<file path="src/rtl/core_types_pkg.sv">
// Shared core types: load size codes, MEM/WB writeback bundle
// and MEM/WB stage FSM states.
package core_types_pkg;

  localparam int XLEN_MAX  = 64;
  localparam int RADDR_MAX = 8;

  typedef enum logic [2:0] {
    F3_LB  = 3'b000,
    F3_LH  = 3'b001,
    F3_LW  = 3'b010,
    F3_LD  = 3'b011,
    F3_LBU = 3'b100,
    F3_LHU = 3'b101,
    F3_LWU = 3'b110
  } load_funct3_e;

  typedef enum logic {
    RUN      = 1'b0,
    WAIT_MEM = 1'b1
  } mem_wb_state_e;

  // Sized for the widest core; stages use the low bits.
  typedef struct packed {
    logic                 valid;
    logic [RADDR_MAX-1:0] rd;
    logic [XLEN_MAX-1:0]  data;
    logic                 Wreg;
  } mem_wb_out_t;

endpackage

</file>
<file path="src/rtl/load_align.sv">
// Load data extraction: picks the addressed byte/half/word lane
// out of the memory read word and sign/zero extends it.
module load_align
  import core_types_pkg::*;
#(
  parameter int XLEN = 32
) (
  input  logic [XLEN-1:0]            rdata,
  input  logic [$clog2(XLEN/8)-1:0]  lane,
  input  logic [2:0]                 funct3,
  output logic [XLEN-1:0]            data
);

  localparam int LANE_W = $clog2(XLEN/8);

  logic [LANE_W-1:0] h_lane;
  logic [LANE_W-1:0] w_lane;
  logic [7:0]        b;
  logic [15:0]       h;
  logic [31:0]       w;

  always_comb begin
    h_lane = lane & ~LANE_W'(1);
    w_lane = lane & ~LANE_W'(3);
    b      = rdata[{lane, 3'b000} +: 8];
    h      = rdata[{h_lane, 3'b000} +: 16];
    w      = rdata[{w_lane, 3'b000} +: 32];
    data   = rdata;
    unique case (funct3)
      F3_LB:   data = XLEN'($signed(b));
      F3_LBU:  data = XLEN'(b);
      F3_LH:   data = XLEN'($signed(h));
      F3_LHU:  data = XLEN'(h);
      F3_LW:   data = XLEN'($signed(w));
      F3_LWU:  data = (XLEN == 64) ? XLEN'(w) : rdata;
      F3_LD:   data = rdata;
      default: data = rdata;
    endcase
  end

endmodule

</file>
<file path="src/rtl/mem_wb_stage.sv">
// MEM/WB pipeline register: registers ALU results and aligned load
// data, stalling upstream while a load waits for memory.
module mem_wb_stage
  import core_types_pkg::*;
#(
  parameter int XLEN    = 32,
  parameter int RADDR_W = 5
) (
  input  logic               Clock,
  input  logic               nReset,
  input  logic               in_valid,
  input  logic [RADDR_W-1:0] in_rd,
  input  logic [XLEN-1:0]    in_result,
  input  logic               in_Wreg,
  input  logic               in_isLoad,
  input  logic [2:0]         in_funct3,
  input  logic               flush,
  input  logic [XLEN-1:0]    dmem_rdata,
  input  logic               dmem_rvalid,
  output logic               stall_req,
  output logic               out_valid,
  output logic [RADDR_W-1:0] out_rd,
  output logic [XLEN-1:0]    out_data,
  output logic               out_Wreg,
  output logic               fwd_valid,
  output logic [RADDR_W-1:0] fwd_rd,
  output logic [XLEN-1:0]    fwd_data
);

  localparam int LANE_W = $clog2(XLEN/8);

  mem_wb_state_e      state_q, state_d;
  mem_wb_out_t        out_q, out_d;
  logic [RADDR_W-1:0] pend_rd_q, pend_rd_d;
  logic               pend_wreg_q, pend_wreg_d;
  logic [2:0]         pend_f3_q, pend_f3_d;
  logic [LANE_W-1:0]  pend_lane_q, pend_lane_d;

  logic [LANE_W-1:0]  al_lane;
  logic [2:0]         al_f3;
  logic [XLEN-1:0]    al_data;
  logic               take;
  logic               stall;
  logic               unused_ok;

  function automatic mem_wb_out_t pack_wb(
    input logic [RADDR_W-1:0] rd,
    input logic [XLEN-1:0]    d,
    input logic               we
  );
    mem_wb_out_t o;
    o       = '0;
    o.valid = 1'b1;
    o.rd    = RADDR_MAX'(rd);
    o.data  = XLEN_MAX'(d);
    o.Wreg  = we && (rd != '0);
    return o;
  endfunction

  assign take = (state_q == RUN) && in_valid && !flush;

  // One aligner serves both the hit path and the pending load.
  always_comb begin
    al_lane = in_result[LANE_W-1:0];
    al_f3   = in_funct3;
    if (state_q == WAIT_MEM) begin
      al_lane = pend_lane_q;
      al_f3   = pend_f3_q;
    end
  end

  load_align #(
    .XLEN(XLEN)
  ) u_load_align (
    .rdata (dmem_rdata),
    .lane  (al_lane),
    .funct3(al_f3),
    .data  (al_data)
  );

  always_comb begin
    state_d     = state_q;
    out_d       = '0;
    pend_rd_d   = pend_rd_q;
    pend_wreg_d = pend_wreg_q;
    pend_f3_d   = pend_f3_q;
    pend_lane_d = pend_lane_q;
    stall       = 1'b0;
    unique case (state_q)
      RUN: begin
        if (take) begin
          if (!in_isLoad) begin
            out_d = pack_wb(in_rd, in_result, in_Wreg);
          end else if (dmem_rvalid) begin
            out_d = pack_wb(in_rd, al_data, in_Wreg);
          end else begin
            state_d     = WAIT_MEM;
            pend_rd_d   = in_rd;
            pend_wreg_d = in_Wreg;
            pend_f3_d   = in_funct3;
            pend_lane_d = in_result[LANE_W-1:0];
            stall       = 1'b1;
          end
        end
      end
      WAIT_MEM: begin
        if (dmem_rvalid) begin
          out_d   = pack_wb(pend_rd_q, al_data, pend_wreg_q);
          state_d = RUN;
        end else begin
          stall = 1'b1;
        end
      end
      default: state_d = RUN;
    endcase
  end

  always_ff @(posedge Clock or negedge nReset) begin
    if (!nReset) begin
      state_q     <= RUN;
      out_q       <= '0;
      pend_rd_q   <= '0;
      pend_wreg_q <= 1'b0;
      pend_f3_q   <= '0;
      pend_lane_q <= '0;
    end else begin
      state_q     <= state_d;
      out_q       <= out_d;
      pend_rd_q   <= pend_rd_d;
      pend_wreg_q <= pend_wreg_d;
      pend_f3_q   <= pend_f3_d;
      pend_lane_q <= pend_lane_d;
    end
  end

  assign stall_req = stall && nReset;

  assign out_valid = out_q.valid;
  assign out_rd    = out_q.rd[RADDR_W-1:0];
  assign out_data  = out_q.data[XLEN-1:0];
  assign out_Wreg  = out_q.Wreg;

  assign fwd_valid = out_valid;
  assign fwd_rd    = out_rd;
  assign fwd_data  = out_data;

  assign unused_ok = ^{out_q.rd, out_q.data};

endmodule

</file>
<file path="config.mk">
export PLATFORM = sky130hd
export DESIGN_NAME = mem_wb_stage
export DESIGN_NICKNAME = d
export VERILOG_FILES = /design/src/rtl/core_types_pkg.sv /design/src/rtl/load_align.sv /design/src/rtl/mem_wb_stage.sv
export SDC_FILE = /design/constraint.sdc
export NUM_CORES = 1
export LEC_CHECK = 0
export BUFFER_PORTS_ARGS = -buffer_cell sky130_fd_sc_hd__buf_2
export CORE_MARGIN = 8
export CORE_UTILIZATION = 40
export DETAILED_ROUTE_END_ITERATION = 16
export PLACE_DENSITY = 0.74
export REMOVE_ABC_BUFFERS = 1
export SETUP_SLACK_MARGIN = 0.4
export SLEW_MARGIN = 20
export SYNTH_ARGS = -nofsm -noshare
export SYNTH_HDL_FRONTEND = slang
export SYNTH_SLANG_ARGS = --single-unit
</file>
<file path="constraint.sdc">
create_clock -name Clock -period 2.6 [get_ports Clock]
set_input_delay 0.13 -clock Clock [delete_from_list [all_inputs] [get_ports Clock]]
set_output_delay 0.13 -clock Clock [all_outputs]
set_load 0.005 [all_outputs]
</file>
==> reports/metrics.csv, run 1 <==
stage;metric;value;unit
logic_synthesis;#FFs+latches synth;51;
sta;Slew headroom;0.463;
clock_network;clock latency on the worst-skew pair;0.30;ns
logic_synthesis;cells after synthesis;295;
worst_setup_path;FF-to-FF End;fwd_data[2]$_DFF_PN0_;
detailed_routing;routed vias;2771;
power_and_ir_drop;P_leak;1.91;nW
grt;vias in the first global route;2640;
worst_setup_path;r2r setup slk;0.49;ns
clock_network;CTS Buf Count;5;
cells_and_area;area delta synth->final;22.1;%
grt;Remaining Overflow, GRT;0;
detailed_routing;Avg WL per Cell;18.8;microns
worst_setup_path;Crit-path slowest cell;or3b_2;
cells_and_area;commonest non-fill, non-tap cell in the layout;buf_2;
min_path;Hold EP;fwd_data[6]$_DFF_PN0_;
sta;Final Max Slew Viols;0;
clock_network;CTS Buffer Depth;2;
min_path;Worst Hold Path Cells;3;
logic_synthesis;ys async rst share;1.00;
sta;clk_skew;0.00475;ns
job;MaxCap Viol Count;0;
grt;largest net degree at the start of global routing;40;
sta;# setup viols final;0;
logic_synthesis;Synth cell types;50;
cells_and_area;most frequent cells in the layout;buf_2 (156), dfrtp_1 (50), nand2_1 (25), a22oi_1 (23);
power_and_ir_drop;Peak VDD IR;0.298;mV
worst_setup_path;Arr. time, crit path;2.29;ns
sta;RSZ-0062 raised after global routing;no;
detailed_routing;ANT nets after route;0;
clock_network;TritonCTS clock tree;yes;
worst_setup_path;Reg2Reg Depth;5;
worst_setup_path;CP required;2.78;ns
logic_synthesis;register area share after synthesis;0.418;
detailed_routing;Initial DRT Pass Iterations;5;
logic_synthesis;Synth warnings;0;
detailed_routing;number of DRC markers in iteration 0;229;
worst_setup_path;CP Class;register to register;
logic_synthesis;Post-Syn Area;3050;sq um
detailed_routing;final WL;9630;microns
clock_network;clk slew on worst S/H paths;0.10;ns
power_and_ir_drop;Power Total;1.85;mW
detailed_routing;Vias/cell;5.40;
die;I/O pin count;157;
sta;Worst Tran Pin Value;0.799;ns
logic_synthesis;Mean Syn Cell Area;10.3;sq um
sta;period utilisation layout;0.810;
outcome;status;complete, no violations;
worst_setup_path;Worst Setup End Kind;register;
cells_and_area;ant diodes;0;
logic_synthesis;number of flops mapped to enable cells by yosys;0;
die;row count;32;
worst_setup_path;cell chain of the critical path;buf_4 -> or3b_2 -> a21o_2 -> o221ai_1 -> o21ai_0;
min_path;min-delay worst type;input port to register;
detailed_routing;drt drc;0;
clock_network;H-tree Lvls;2;
die;die width;103;microns
die;die height;103;microns
sta;final hold vios;0;
worst_setup_path;worst reg2reg startpoint;state_q$_DFF_PN0_;
placed_design;DP HPWL;7780;microns
sta;post-route setup TNS;0;ns
placed_design;GP Congestion;0.861;
grt;initial antenna violation count;0;
logic_synthesis;top_reg_cell synth;dfrtp_1;
sta;fin crit period;2.11;ns
power_and_ir_drop;Pwr Density;498;nW/um^2
worst_setup_path;Worst setup SP type;register;
die;initial core utilization;0.403;
cells_and_area;fillcell total;745;
min_path;worst hold path startpoint;in_result[6];
die;placeable core region;7570;sq um
sta;highest clock rate;475;MHz
grt;GRT Util Overall;0.167;
cells_and_area;NumNets Final;489;
clock_network;Clock Sinks;51;
grt;first-pass GRT wire length;13900;microns
clock_network;CTS Root Cell;clkbuf_8;
cells_and_area;layout cells sized above 1;0.499;
die;Die ar.;10700;sq um
worst_setup_path;critical path's largest stage delay;0.58;ns
worst_setup_path;Critical Path Fanout Max;16;
placed_design;Port-buffer cells;156;
[worst max-delay path by stage]
stage,start,end,slack [ns]
global route,state_q$_DFF_PN0_,fwd_data[19]$_DFF_PN0_,0.41
floorplan,state_q$_DFF_PN0_,fwd_data[10]$_DFF_PN0_,-0.77
finish,state_q$_DFF_PN0_,fwd_data[2]$_DFF_PN0_,0.49
detailed placement,state_q$_DFF_PN0_,fwd_data[19]$_DFF_PN0_,0.34
global placement,state_q$_DFF_PN0_,fwd_data[20]$_DFF_PN0_,0.43
CTS,state_q$_DFF_PN0_,fwd_data[19]$_DFF_PN0_,0.47
[final cells by class]
| type | count | area [sq um] | area share |
|---|---|---|---|
| inverter | 6 | 22.5 | 0.00604 |
| clock buffer | 6 | 72.6 | 0.0195 |
| tap | 102 | 128 | 0.0342 |
| timing repair buffer | 162 | 828 | 0.222 |
| clock inverter | 2 | 16.3 | 0.00436 |
| multi-input combinational | 184 | 1380 | 0.371 |
| sequential | 51 | 1280 | 0.343 |
[registers in the layout, summed over array words and instances, names as in the netlist]
name / flops
out_Wreg: 1
pend_wreg_q: 1
state_q: 1
pend_rd_q: 5
pend_f3_q: 3
fwd_valid: 1
pend_lane_q: 2
fwd_data: 32
fwd_rd: 5
[cell usage after synthesis (all sizes together), types with 3 or more instances]
cell	count	area (sq um)
inv	6	22.5
a22o	5	43.8
o211ai	3	22.5
o2111ai	6	52.6
nand2b	3	18.8
o221ai	6	52.6
nor2b	3	18.8
buf	45	342
a221oi	9	91.3
mux2i	5	78.8
a21o	8	61.3
nor2	6	22.5
nor3	3	15.0
and2	3	18.8
clkbuf	9	35.0
nand2	26	100
o21ai	32	164
a22oi	23	173
dfrtp	51	1280
mux2	22	251
[what timing repair did]
action	CTS	global route
pin swaps	0	0
endpoints found under the hold margin	21	0
gates cloned	0	0
buffers inserted	0	1
hold buffers	1	0
setup endpoints to repair	17	9
gates resized for setup	1	0
[critical path, delay by kind of cell, from the launching register on]
family,cells,cell delay (ns)
AOI/OAI and AO/OA,3,0.65
buffers and inverters,1,0.23
DFF,1,0.51
and+or+nand+nor,1,0.58
[logic make-up (layout without fill, tap and decap cells)]
kind of cell,count (synthesis),after routing,synth area share
AO/OA/AOI/OAI,102,102,0.244
buffers and inverters,60,176,0.131
flip-flops,51,51,0.418
multiplexers,28,28,0.116
AND/OR/NAND/NOR,54,54,0.0918
[per-layer routing]
metal	wire length, microns	up-vias	GRT usage	part of all wire
met2	4990	154	0.300	0.52
met1	3490	1303	0.199	0.36
met4	201	0	0.0445	0.021
li1	-	1293	-	-
met3	948	21	0.0328	0.098
met5	0	-	0	0
[metrics by stage]
step / std cells / worst slack [ns] / util / hold WS, ns / area, sq um
detailed placement: 503 / 0.337 / 0.478 / 0.123 / 3620
global placement: 503 / 0.428 / 0.478 / 0.115 / 3620
floorplan: 241 / -0.767 / - / -0.166 / 2680
global route: 513 / 0.415 / 0.493 / 0.0413 / 3730
finish: 513 / 0.494 / 0.493 / 0.0255 / 3730
CTS: 512 / 0.467 / 0.492 / 0.0229 / 3720
[report_power, final]
part / leakage [nW] / internal (mW) / switching, mW / total [mW]
registers: 0.671 / 0.868 / 0.0551 / 0.923
logic: 1.20 / 0.224 / 0.245 / 0.468
clock network: 0.0418 / 0.194 / 0.270 / 0.463
total: 1.91 / 1.29 / 0.569 / 1.85
Note: power is estimated with default switching activity, not from simulation.
==> run 2, diff against run 1 <==
PLACE_DENSITY = 0.77   (was 0.74)
clock period = 1.8 ns   (was 2.6 ns; I/O delays follow)
==> run 2 against run 1 <==
  * Critical endpoint is now fwd_data[15]$_DFF_PN0_
  * Final cell count is 5.7% higher
  * First-iteration DRC count down 31%
  * Sequential cell count stayed put
  * Highest routed layer unchanged
  * Clock power rose by 46%
  * The run now ends with setup timing left
==> reports/metrics.csv, run 2 (synthesized netlist as in run 1, its figures left out) <==
stage;metric;value;unit;change
clock_network;Clock Sinks;51;;unchanged
clock_network;TritonCTS clock tree;yes;;
sta;Final WS setup;-0.0878;ns;-0.581 ns
worst_setup_path;CP Class;register to register;;
outcome;status;finished with violations;;
sta;period utilisation layout;1.05;;+0.239
worst_setup_path;Top cell by count, worst path;buf_4;;
worst_setup_path;Reg2Reg Depth;6;;+1
worst_setup_path;critical path's largest stage delay;0.42;ns;-0.16 ns
detailed_routing;final WL;10500;microns;+8.9%
worst_setup_path;CP required;1.99;ns;-0.79 ns
min_path;worst hold path startpoint;in_result[5];;
sta;highest clock rate;530;MHz;+12%
job;MaxCap Viol Count;0;;unchanged
worst_setup_path;CP delay by family, top;multiplexers;;
sta;Slew headroom;0.567;;+0.104
cells_and_area;ant diodes;0;;unchanged
worst_setup_path;worst path bufs/invs;2;;+1
sta;Final Max Slew Viols;0;;unchanged
sta;RSZ-0062 raised after global routing;yes;;
die;die width;103;microns;unchanged
placed_design;GP Congestion;0.898;;+4.4%
min_path;Hold EP;fwd_data[5]$_DFF_PN0_;;
clock_network;CTS Buffer Depth;2;;unchanged
grt;GRT Util Overall;0.191;;+0.0236
cells_and_area;final core occ;0.551;;+0.0582
sta;# setup viols final;11;;+11
detailed_routing;Avg WL per Cell;19.4;microns;+3.1%
clock_network;CTS Root Cell;clkbuf_8;;
clock_network;H-tree Lvls;2;;unchanged
detailed_routing;drt drc;0;;unchanged
placed_design;dpl cells;525;;+4.4%
cells_and_area;register area;1280;sq um;about the same
grt;vias in the first global route;2983;;+13%
clock_network;clk slew on worst S/H paths;0.10;ns;about the same
cells_and_area;max reg flops;32;;unchanged
cells_and_area;fillcell total;695;;-6.7%
cells_and_area;most frequent cells in the layout;buf_2 (156), dfrtp_1 (51), nand2_1 (24), a22oi_1 (22), buf_4 (22);;
sta;Worst Tran Pin Value;0.650;ns;-0.150 ns
cells_and_area;commonest non-fill, non-tap cell in the layout;buf_2;;
cells_and_area;layout cells sized above 1;0.575;;+0.0762
detailed_routing;Vias/cell;5.47;;+1.2%
worst_setup_path;Arr. time, crit path;2.08;ns;-0.21 ns
cells_and_area;footprint of the multi-input gates;1540;sq um;+11%
die;placeable core region;7570;sq um;unchanged
grt;Remaining Overflow, GRT;0;;unchanged
clock_network;clock latency on the worst-skew pair;0.30;ns;about the same
power_and_ir_drop;P_leak;2.14;nW;+12%
worst_setup_path;FF-to-FF End;fwd_data[15]$_DFF_PN0_;;
clock_network;CTS Buf Count;5;;unchanged
power_and_ir_drop;Peak VDD IR;0.280;mV;-6.1%
worst_setup_path;worst reg2reg startpoint;state_q$_DFF_PN0_;;
worst_setup_path;Worst setup SP type;register;;
placed_design;Port-buffer cells;156;;unchanged
min_path;Worst Hold Path Cells;3;;unchanged
worst_setup_path;Critical Path Fanout Max;7;;-9
placed_design;dpl ws;-0.0308;ns;-0.368 ns
cells_and_area;area delta synth->final;36.5;%;
cells_and_area;NumNets Final;518;;+5.9%
grt;first-pass GRT wire length;15500;microns;+12%
die;row count;32;;unchanged
detailed_routing;routed vias;2964;;+7.0%
grt;initial antenna violation count;0;;unchanged
die;initial core utilization;0.403;;unchanged
die;Die ar.;10700;sq um;unchanged
worst_setup_path;Crit-path slowest cell;dfrtp_1;;
die;die height;103;microns;unchanged
power_and_ir_drop;Pwr Density;681;nW/um^2;+37%
sta;clk_skew;0.00413;ns;-0.000624 ns
outcome;failing checks;setup timing;;
placed_design;DP HPWL;8130;microns;+4.5%
min_path;min-delay worst type;input port to register;;
detailed_routing;Initial DRT Pass Iterations;4;;-1
worst_setup_path;r2r setup slk;-0.09;ns;-0.58 ns
worst_setup_path;cell chain of the critical path;buf_4 -> buf_4 -> mux2i_1 -> mux4_2 -> a221oi_2 -> o31ai_2;;
detailed_routing;number of DRC markers in iteration 0;157;;-31%
detailed_routing;ANT nets after route;0;;unchanged
cells_and_area;Layout Cells excl Fill;542;;+5.7%
die;I/O pin count;157;;unchanged
sta;fin crit period;1.89;ns;-0.219 ns
grt;largest net degree at the start of global routing;52;;+30%
sta;final hold vios;0;;unchanged
worst_setup_path;Worst Setup End Kind;register;;
power_and_ir_drop;Power Total;2.84;mW;+53%
## run 2: how the worst max path moves through the flow
stage	slack, ns	cells after the start	start	to
after CTS	-0.009	6	state_q$_DFF_PN0_	fwd_data[15]$_DFF_PN0_
after global placement	-0.009	6	state_q$_DFF_PN0_	fwd_data[0]$_DFF_PN0_
after global routing	-0.16	6	state_q$_DFF_PN0_	fwd_data[15]$_DFF_PN0_
after floorplan	-1.57	3	state_q$_DFF_PN0_	fwd_data[10]$_DFF_PN0_
final	-0.09	6	state_q$_DFF_PN0_	fwd_data[15]$_DFF_PN0_
after detailed placement	-0.03	5	state_q$_DFF_PN0_	fwd_data[14]$_DFF_PN0_
## run 2: cell type report
type / instances / area share
multi-input combinational: 184 / 0.369
clock buffer: 6 / 0.0174
inverter: 6 / 0.00540
tap: 102 / 0.0306
sequential: 51 / 0.306
timing repair buffer: 191 / 0.267
clock inverter: 2 / 0.00390
## run 2: per-layer routing
layer / global-route usage / up-vias / wire, microns
met5: 0 / - / 0
met4: 0.0656 / 0 / 240
met3: 0.0455 / 22 / 1020
met2: 0.356 / 144 / 5560
met1: 0.204 / 1439 / 3670
li1: - / 1359 / -
## run 2: stage by stage
| step | setup TNS, ns | hold WS [ns] | instance area, sq um |
|---|---|---|---|
| floorplan | -45.44 | -0.206 | 2680 |
| CTS | -0.00864 | 0.000445 | 4120 |
| finish | -0.330 | 0.00401 | 4170 |
| global placement | -0.00894 | 0.251 | 3820 |
| detailed placement | -0.0826 | 0.254 | 3820 |
| global route | -1.51 | 0.00269 | 4170 |
## run 2: where the power goes
group	internal (mW)	total, mW	leakage, nW	switching [mW]
Sequential	1.25	1.33	0.673	0.0787
Combinational	0.421	0.832	1.42	0.411
Clock	0.280	0.676	0.0418	0.395
Total	1.95	2.84	2.14	0.885
## run 2: tightest hold or removal path: stages
cell	delay, ns
buf_2	0.07
nand2_1	0.04
o21ai_1	0.07
## run 2: what timing repair did
action                     CTS  global route
cloned                       0             0
resized for setup           37            16
pin swaps                    2             6
setup endpoints to repair   46            51
hold endpoints to repair    54             0
hold buffers                 4             0
buffers inserted             3             2
==> run 3, diff against run 2 <==
==> constraint.sdc (replaced) <==
create_clock -name Clock -period 1.8 [get_ports Clock]
set_input_delay 0.09 -clock Clock [delete_from_list [all_inputs] [get_ports Clock]]
set_output_delay 0.09 -clock Clock [all_outputs]
set_load 0.02 [all_outputs]
==> run 3 against run 2 <==
  * The run still ends with setup timing left
  * Sequential share of layout area increased by 0.17 points
  * Hold slack better by 0.0084 ns
  * Final cell count rose by 0.18%
  * Critical path type unchanged
  * Highest routed layer unchanged
==> reports/metrics.csv, run 3 (synthesized netlist as in run 1, its figures left out) <==
stage;metric;value;unit;change
detailed_routing;Avg WL per Cell;19.6;microns;+1.5%
sta;final hold vios;0;;unchanged
clock_network;clk slew on worst S/H paths;0.10;ns;about the same
die;die height;103;microns;unchanged
sta;Worst Tran Pin Value;0.664;ns;+0.0140 ns
sta;RSZ-0062 raised after global routing;yes;;
cells_and_area;NumNets Final;519;;+0.19%
clock_network;TritonCTS clock tree;yes;;
power_and_ir_drop;Pint;1.94;mW;-0.51%
placed_design;Port-buffer cells;156;;unchanged
worst_setup_path;CP Launch Point;state_q$_DFF_PN0_;;
sta;Final Max Slew Viols;0;;unchanged
detailed_routing;final WL;10700;microns;+1.7%
clock_network;clock latency on the worst-skew pair;0.31;ns;about the same
placed_design;dpl cells;525;;unchanged
cells_and_area;final core occ;0.548;;-0.00248
die;Die ar.;10700;sq um;unchanged
detailed_routing;Initial DRT Pass Iterations;4;;unchanged
cells_and_area;ant diodes;0;;unchanged
clock_network;CTS Buffer Depth;2;;unchanged
detailed_routing;number of DRC markers in iteration 0;158;;+0.64%
die;die width;103;microns;unchanged
clock_network;CTS Buf Count;5;;unchanged
power_and_ir_drop;Psw;1.02;mW;+15%
min_path;min-delay worst type;input port to register;;
worst_setup_path;Critical Path Fanout Max;4;;-3
worst_setup_path;Arr. time, crit path;2.00;ns;-0.08 ns
clock_network;CTS Root Cell;clkbuf_8;;
worst_setup_path;critical path's largest stage delay;0.58;ns;+0.16 ns
cells_and_area;Layout Cells excl Fill;543;;+0.18%
cells_and_area;area delta synth->final;35.9;%;
sta;Final WS setup;-0.00159;ns;+0.0862 ns
sta;period utilisation layout;1.00;;-0.0479
clock_network;Clock Sinks;51;;unchanged
worst_setup_path;cell chain of the critical path;mux2i_4 -> mux4_2 -> a221oi_2 -> o31ai_2;;
cells_and_area;register area;1280;sq um;about the same
power_and_ir_drop;Power Total;2.96;mW;+4.4%
cells_and_area;fillcell total;694;;-0.14%
sta;Slew headroom;0.558;;-0.00930
sta;fin crit period;1.80;ns;-0.0862 ns
grt;largest net degree at the start of global routing;52;;unchanged
die;placeable core region;7570;sq um;unchanged
worst_setup_path;worst reg2reg startpoint;state_q$_DFF_PN0_;;
grt;initial antenna violation count;0;;unchanged
power_and_ir_drop;Net Sw Frac;0.344;;+0.0321
job;MaxCap Viol Count;0;;unchanged
worst_setup_path;CP required;2.00;ns;about the same
cells_and_area;footprint of the multi-input gates;1530;sq um;-0.89%
power_and_ir_drop;Clk pwr share;0.228;;-0.010
sta;# setup viols final;1;;-10
worst_setup_path;Worst setup SP type;register;;
placed_design;GP Congestion;0.916;;+1.9%
power_and_ir_drop;Pwr Density;714;nW/um^2;+4.8%
placed_design;DP HPWL;8350;microns;+2.7%
power_and_ir_drop;Peak VDD IR;0.268;mV;-4.2%
clock_network;H-tree Lvls;2;;unchanged
detailed_routing;routed vias;2990;;+0.88%
detailed_routing;drt drc;0;;unchanged
grt;first-pass GRT wire length;15700;microns;+0.76%
grt;Remaining Overflow, GRT;0;;unchanged
die;initial core utilization;0.403;;unchanged
sta;highest clock rate;555;MHz;+4.8%
worst_setup_path;Worst Setup End Kind;register;;
cells_and_area;commonest non-fill, non-tap cell in the layout;buf_2;;
power_and_ir_drop;Seq pwr share;0.451;;-0.018
cells_and_area;max reg flops;32;;unchanged
worst_setup_path;Crit-path slowest cell;mux4_2;;
power_and_ir_drop;Comb pwr share;0.320;;+0.027
cells_and_area;most frequent cells in the layout;buf_2 (156), dfrtp_1 (50), nand2_1 (25), buf_4 (23), a22oi_1 (22);;
die;I/O pin count;157;;unchanged
detailed_routing;Vias/cell;5.51;;+0.69%
worst_setup_path;CP Class;register to register;;
grt;GRT Util Overall;0.193;;+0.00215
grt;vias in the first global route;3035;;+1.7%
die;row count;32;;unchanged
detailed_routing;ANT nets after route;0;;unchanged
outcome;status;finished with violations;;
sta;clk_skew;0.0104;ns;+0.00631 ns
outcome;failing checks;setup timing;;
cells_and_area;layout cells sized above 1;0.571;;-0.00357
power_and_ir_drop;P_leak;2.12;nW;-1.0%
min_path;worst hold path startpoint;in_result[15];;
run 3: changes by cell type in the layout (fill, tap and decap cells not counted), sizes merged:
cell,before,now
clkinv,0,1
dlygate4sd3,4,5
inv,7,6
run 3: critical path: cells and delay by family (launching register included):
kind | cells | cell delay, ns
mux | 2 | 0.90
flops | 1 | 0.42
compound gates | 2 | 0.36
run 3: stage by stage:
stage / area (sq um) / hold WS (ns) / setup TNS [ns] / setup slack (ns)
after floorplan: 2680 / -0.206 / -45.44 / -1.57
final: 4150 / 0.0124 / -0.00159 / -0.00159
after global routing: 4150 / 0.0153 / -0.634 / -0.0659
after detailed placement: 3810 / 0.274 / -1.21 / -0.101
after CTS: 4090 / 0.00386 / 0 / 0.0262
after global placement: 3810 / 0.248 / -0.0518 / -0.0144
run 3: final timing paths:
check	depth (start not counted)	end	slack, ns
worst min-delay path	3	fwd_data[15]$_DFF_PN0_	0.01
min in group asynchronous	3	fwd_data[15]$_DFF_PN0_	0.46
max in group asynchronous	3	state_q$_DFF_PN0_	0.87
worst max register to register	4	fwd_data[15]$_DFF_PN0_	-0.002
worst max-delay path	4	fwd_data[15]$_DFF_PN0_	-0.002
worst min register to register	1	pend_wreg_q$_DFFE_PN0P_	0.52
run 3: power groups by stage:
stage / registers [mW] / clock network, mW / logic, mW
floorplan: 1.48 / 0 / 0.315
global placement: 1.35 / 0 / 0.842
detailed placement: 1.36 / 0 / 0.862
CTS: 1.34 / 0.689 / 0.926
global route: 1.35 / 0.739 / 1.01
finish: 1.34 / 0.676 / 0.949
run 3: per-layer routing:
metal  track usage  share of wire  vias to the layer above
li1              -              -                     1360
met1         0.208           0.35                     1455
met2         0.346           0.52                      152
met3        0.0502           0.10                       23
met4        0.0879          0.029                        0
met5             0              0                        -
run 3: area by class of cell:
cell class,instances,share of cell area
Clock buffer,6,0.0175
Clock inverter,2,0.00302
Inverter,6,0.00543
Multi-Input combinational cell,184,0.368
Sequential cell,51,0.308
Tap cell,102,0.0308
Timing Repair Buffer,192,0.268
run 3: timing repair:
action                     CTS  global route
setup endpoints to repair   44            51
setup buffers                4             1
hold buffers                 5             0
resized for setup           32            15
pin swaps                    5             1
hold endpoints to repair    55             0
